[src/rtl/sha256_padder_if.sv]
// Byte-stream input and 512-bit block output of the SHA-256 padder.
// The slave side is the padder; the master side feeds bytes and takes blocks.
interface sha256_padder_if;
  logic [7:0]   in_data;
  logic         in_keep;
  logic         in_last;
  logic         in_valid;
  logic         in_ready;
  logic [511:0] blk_data;
  logic         blk_first;
  logic         blk_last;
  logic         blk_valid;
  logic         blk_ready;

  modport slave (
    input  in_data, in_keep, in_last, in_valid, blk_ready,
    output in_ready, blk_data, blk_first, blk_last, blk_valid
  );

  modport master (
    output in_data, in_keep, in_last, in_valid, blk_ready,
    input  in_ready, blk_data, blk_first, blk_last, blk_valid
  );
endinterface

[src/rtl/sha256_padder.sv]
// SHA-256 message padder: packs bytes into 512-bit blocks, appends 0x80,
// zero fill and the 64-bit big-endian bit length, adding a length-only block when needed.
module sha256_padder (
  input  logic             clk,
  input  logic             rst,
  sha256_padder_if.slave   bus
);
  typedef enum logic [1:0] {FILL, PAD, PAD2, EMIT} state_t;

  state_t        state_q, state_d;
  logic [511:0]  blk_q;
  logic [5:0]    pos_q;
  logic [60:0]   cnt_q;
  logic          first_q;
  logic          last_q;   // block being built/held is the length-carrying one
  logic          pend_q;   // a PAD2 block follows the current EMIT
  logic          full_q;   // the last byte filled the block (r = 64)
  logic [63:0]   len;

  assign len = {cnt_q, 3'b000};

  // Byte k of the block: word k/4, big-endian within the word.
  function automatic logic [8:0] byte_lo(input logic [5:0] k);
    return {k[5:2], 5'd24} - {4'd0, k[1:0], 3'd0};
  endfunction

  always_ff @(posedge clk or posedge rst) begin
    if (rst) state_q <= FILL;
    else     state_q <= state_d;
  end

  always_comb begin
    state_d = state_q;
    case (state_q)
      FILL: if (bus.in_valid) begin
        if (bus.in_last)                        state_d = PAD;
        else if (bus.in_keep && pos_q == 6'd63) state_d = EMIT;
      end
      PAD:  state_d = EMIT;
      PAD2: state_d = EMIT;
      EMIT: if (bus.blk_ready) state_d = pend_q ? PAD2 : FILL;
      default: state_d = FILL;
    endcase
  end

  always_comb begin
    bus.in_ready  = (state_q == FILL) && !rst;
    bus.blk_valid = (state_q == EMIT);
    bus.blk_first = (state_q == EMIT) && first_q;
    bus.blk_last  = (state_q == EMIT) && last_q;
    bus.blk_data  = blk_q;
  end

  always_ff @(posedge clk or posedge rst) begin
    if (rst) begin
      blk_q   <= '0;
      pos_q   <= '0;
      cnt_q   <= '0;
      first_q <= 1'b1;
      last_q  <= 1'b0;
      pend_q  <= 1'b0;
      full_q  <= 1'b0;
    end else begin
      case (state_q)
        FILL: if (bus.in_valid && bus.in_keep) begin
          blk_q[byte_lo(pos_q) +: 8] <= bus.in_data;
          pos_q <= pos_q + 6'd1;
          cnt_q <= cnt_q + 61'd1;
          if (bus.in_last && pos_q == 6'd63) full_q <= 1'b1;
        end
        PAD: begin
          if (full_q) begin
            pend_q <= 1'b1;
            last_q <= 1'b0;
          end else if (pos_q <= 6'd55) begin
            blk_q[byte_lo(pos_q) +: 8] <= 8'h80;
            blk_q[479:448] <= len[63:32];
            blk_q[511:480] <= len[31:0];
            last_q <= 1'b1;
          end else begin
            blk_q[byte_lo(pos_q) +: 8] <= 8'h80;
            pend_q <= 1'b1;
            last_q <= 1'b0;
          end
        end
        PAD2: begin
          // Buffer is already zero here; only the marker (if deferred) and length go in.
          if (full_q) blk_q[31:24] <= 8'h80;
          blk_q[479:448] <= len[63:32];
          blk_q[511:480] <= len[31:0];
          last_q <= 1'b1;
          pend_q <= 1'b0;
          full_q <= 1'b0;
        end
        EMIT: if (bus.blk_ready) begin
          blk_q   <= '0;
          pos_q   <= '0;
          first_q <= 1'b0;
          if (last_q) begin
            cnt_q   <= '0;
            first_q <= 1'b1;
            last_q  <= 1'b0;
          end
        end
        default: ;
      endcase
    end
  end
endmodule

[src/flat_wrapper.sv]
// flat-port wrapper written by rule: the top's interface ports become plain ports
module sha256_padder_flat 
  (clk, rst, bus_in_data, bus_in_keep, bus_in_last, bus_in_valid, bus_blk_ready, bus_in_ready, bus_blk_data, bus_blk_first, bus_blk_last, bus_blk_valid);
  sha256_padder_if bus_i ();
  input  logic clk;
  input  logic rst;
  input wire logic [$bits(bus_i.in_data)-1:0] bus_in_data;
  input wire logic [$bits(bus_i.in_keep)-1:0] bus_in_keep;
  input wire logic [$bits(bus_i.in_last)-1:0] bus_in_last;
  input wire logic [$bits(bus_i.in_valid)-1:0] bus_in_valid;
  input wire logic [$bits(bus_i.blk_ready)-1:0] bus_blk_ready;
  output wire logic [$bits(bus_i.in_ready)-1:0] bus_in_ready;
  output wire logic [$bits(bus_i.blk_data)-1:0] bus_blk_data;
  output wire logic [$bits(bus_i.blk_first)-1:0] bus_blk_first;
  output wire logic [$bits(bus_i.blk_last)-1:0] bus_blk_last;
  output wire logic [$bits(bus_i.blk_valid)-1:0] bus_blk_valid;
  assign bus_i.in_data = bus_in_data;
  assign bus_i.in_keep = bus_in_keep;
  assign bus_i.in_last = bus_in_last;
  assign bus_i.in_valid = bus_in_valid;
  assign bus_i.blk_ready = bus_blk_ready;
  assign bus_in_ready = bus_i.in_ready;
  assign bus_blk_data = bus_i.blk_data;
  assign bus_blk_first = bus_i.blk_first;
  assign bus_blk_last = bus_i.blk_last;
  assign bus_blk_valid = bus_i.blk_valid;
  sha256_padder u_core (.clk(clk), .rst(rst), .bus(bus_i));
endmodule
[config.mk]
export PLATFORM = sky130hd
export DESIGN_NAME = sha256_padder_flat
export DESIGN_NICKNAME = d
export VERILOG_FILES = /design/src/rtl/sha256_padder_if.sv /design/src/rtl/sha256_padder.sv /design/src/flat_wrapper.sv
export SDC_FILE = /design/constraint.sdc
export NUM_CORES = 2
export LEC_CHECK = 0
export CORE_ASPECT_RATIO = 0.5
export CORE_UTILIZATION = 25
export DETAILED_ROUTE_END_ITERATION = 10
export SLEW_MARGIN = 20
export SYNTH_ARGS = -nofsm -noshare
export SYNTH_HDL_FRONTEND = slang
export SYNTH_SLANG_ARGS = --single-unit
[constraint.sdc]
create_clock -name clk -period 47.1 [get_ports clk]
set_input_delay 9.42 -clock clk [delete_from_list [all_inputs] [get_ports clk]]
set_output_delay 9.42 -clock clk [all_outputs]
set_load 0.02 [all_outputs]
==> run_results.csv <==
group,metric,value,unit
run_status,outcome,"completed",
sta,period_needed,20.11,ns
routing,ant_nets,0,
grt,overflow,0,
worst_setup_path,cp_slowest_cell,"clkdlybuf4s50_1",
synthesis,synth.ff_latch_count,585,
synthesis,synthCells,2472,
worst_setup_path,worst_path_most_repeated_cell,"clkdlybuf4s50_1",
sta,slew_viol_final,0,
grt,grt_pass1_wl,162000,um
sta,fmaxAchievable,0.0497,GHz
clock_tree,post_cts_buffers,0,
worst_setup_path,crit_arrival,10.69,ns
placed_design,numPortBuffers,529,
synthesis,synth_top_area_share,0.564,
worst_setup_path,worstSetupStartpointType,"primary input",
floorplanning,die_width,457,um
grt,grt_max_degree,163,
synthesis,syn_nets,2496,
synthesis,netlist_area,25900,sq um
sta,finalHoldViolations,0,
hold_path,hold_class,"flip-flop to flip-flop",
sta,worst_slew_pin_slew,1.13,ns
power_and_ir_drop,power.share.clock,0.327,
clock_tree,clkSinkCount,585,
clock_tree,clock_latency,0.66,ns
layout,drive_gt1_frac,0.0692,
synthesis,ys_types,92,
power_and_ir_drop,p_switching,0.000643,W
synthesis,ys_seq_area_frac,0.565,
worst_setup_path,max_stage_delay,0.62,ns
power_and_ir_drop,p_per_area,44.8,nW/um^2
floorplanning,dieArea,105000,sq um
flow_run,maxCapViolations,0,
synthesis,synth.mux.area_fraction,0.0107,
routing,wire_per_inst,25.8,um
layout,area_growth,34.3,%
synthesis,synthAdderAreaFrac,0.00483,
layout,nNetsFinal,2981,
layout,final_common_cell,"dfrtp_1",
clock_tree,cts_resized,0,
power_and_ir_drop,pwr-share-seq,0.344,
worst_setup_path,required,37.68,ns
clock_tree,cts.clk_slew.worst_paths,0.07,ns
power_and_ir_drop,ir_drop,29.4,uV
placed_design,dp.cells,4256,
floorplanning,core-area,103000,sq um
synthesis,synth_top_area_cell,"dfrtp_1",
sta,setup_ws,26.99,ns
sta,fin_crit_sh,0.427,
synthesis,synth_flop_cell,"dfrtp_1",
power_and_ir_drop,design_power_total,0.00156,W
sta,rsz0062_at_grt,"no",
synthesis,synth_top_family_by_area,"compound AO/OA/AOI/OAI gates",
synthesis,synthXorXnorAreaFrac,0.0206,
synthesis,synth_compound_area_frac,0.218,
routing,dr.pass1.iters,8,
floorplanning,placementRows,83,
synthesis,synth_area_leaders,"dfrtp_1 (56%), o2bb2ai_1 (5.1%), a22o_1 (4.4%)",
sta,finalSetupViolations,0,
layout,layout_common_cells,"dfrtp_1 (584), clkdlybuf4s50_1 (529), nand2_1 (282)",
sta,setup_tns,0,ns
placed_design,routabilityCongestion,0.944,
hold_path,whs_path_depth,2,
power_and_ir_drop,p_leak,14.0,nW
power_and_ir_drop,p_comb_frac,0.329,
grt,antenna_found_initial,6,
worst_setup_path,worstSetupEndpointType,"output pin",
clock_tree,ctsHoldBuffers,0,
worst_setup_path,critical-path-top-delay-family,"buffers and inverters",
grt,grt_pass1_vias,22700,
clock_tree,cts_tree,"yes",
floorplanning,io_pins,530,
synthesis,synthSimpleGateAreaFrac,0.154,
layout,utilization,0.339,
layout,layout.cells.non_filler,4365,
clock_tree,cts_buffer_depth,3,
floorplanning,die_h,230,um
synthesis,synthArstFlopShare,1.00,
sta,skew,0.0417,ns
sta,slew_headroom,0.245,
worst_setup_path,path_cells,"clkdlybuf4s50_1 -> nor2_1 -> clkdlybuf4s50_1",
routing,post-route-drc-count,0,
synthesis,synth-edff-count,0,
worst_setup_path,crit_cells,3,
grt,grtUsageTotal,0.208,
routing,via_per_inst,5.32,
synthesis,yosys_warnings,0,
worst_setup_path,reg2reg_depth,7,
power_and_ir_drop,switching_share,0.412,
routing,drt_iter0_drc,2580,
worst_setup_path,path_max_fanout,2,
floorplanning,initial_core_util,0.252,
clock_tree,cts_made_buffers,57,
placed_design,post-place-ws,26.99,ns
clock_tree,cts_root_buf,"clkbuf_16",
routing,num_vias,23200,
routing,finalWirelength,113000,um
clock_tree,htreeDepth,2,
worst_setup_path,critPathBufInv,2,
worst_setup_path,crit_type,"primary input to output pin",
synthesis,syn_area_per_cell,10.5,sq um
power_and_ir_drop,p_int,0.000917,W
placed_design,hpwl,82400,um
-- per-stage QoR --
stage                     hold WS [ns]  cell area [sq um]
after global placement           0.449              32700
after floorplan                  0.436              25900
final                            0.469              34800
after global routing             0.484              34800
after detailed placement         0.457              32700
after CTS                        0.468              34700
-- worst reg2reg max path, delay by kind of cell, from the launching register on --
family                   cells  cell delay (ns)
AND/OR/NAND/NOR              4             1.88
AO/OA/AOI/OAI                2             0.91
flip-flops                   1             0.87
adder cells (fa/ha/maj)      1             0.79
-- routing by layer --
layer  track usage  vias to the layer above  wire, um
met3        0.0412                      297      8350
met4         0.124                        4      7680
met1         0.253                    11800     43200
met5             0                        -        45
li1              -                    10100         -
met2         0.342                     1053     53500
-- path summary, 6_finish.rpt --
path                                  from        endpoint  slack (ns)
setup / recovery                       rst    bus_in_ready       26.99
hold / removal              u_core.first_q  u_core.first_q        0.47
setup reg to reg           u_core.pos_q[0]       flip-flop       42.47
hold reg to reg             u_core.first_q  u_core.first_q        0.47
max in group asynchronous              rst       async pin       35.45
min in group asynchronous              rst       async pin        9.42
-- logic make-up after synthesis --
group / count (synthesis)
AOI/OAI and AO/OA: 782
xor gates and xnor gates: 60
DFF: 585
and+or+nand+nor: 840
buffers and inverters: 168
muxes: 27
adders and majority gates: 10
-- power by group through the flow --
stage,Sequential (W),Combinational [W],Clock (W)
2_1_floorplan,0.000552,0.000279,0
3_3_place_gp,0.000545,0.000494,0
3_5_place_dp,0.000545,0.000499,0
4_1_cts,0.000536,0.000500,0.000518
5_1_grt,0.000538,0.000539,0.000539
6_report,0.000537,0.000513,0.000511
-- cell usage after synthesis (7+ instances only) --
library cell,n
a211oi_1,9
a21oi_1,116
a22o_1,129
a22oi_1,35
a31oi_1,18
a32o_1,20
and2_1,24
and3_1,21
buf_1,10
buf_2,33
clkbuf_1,99
dfrtp_1,584
ha_1,10
inv_1,20
mux2i_1,21
nand2_1,283
nand2b_1,14
nand3_1,161
nand4_1,23
nor2_1,189
nor2b_1,9
nor3_1,34
nor3_2,7
nor4_1,15
nor4_2,7
o21ai_0,196
o21ai_1,18
o2bb2ai_1,150
o31ai_1,18
or3_1,9
xnor2_1,36
xor2_1,23
-- area by class of cell --
class                   instances  area (sq um)
well taps                    1360          1700
clock inverters                30           478
flip-flops and latches        585         14600
diodes                          1          2.50
clock buffers                  76          1600
inverters                      23          93.8
fillers                     10300         67800
multi-input cells            1719         10600
repair buffers                571          5640
(Power assumes the default switching activity.)
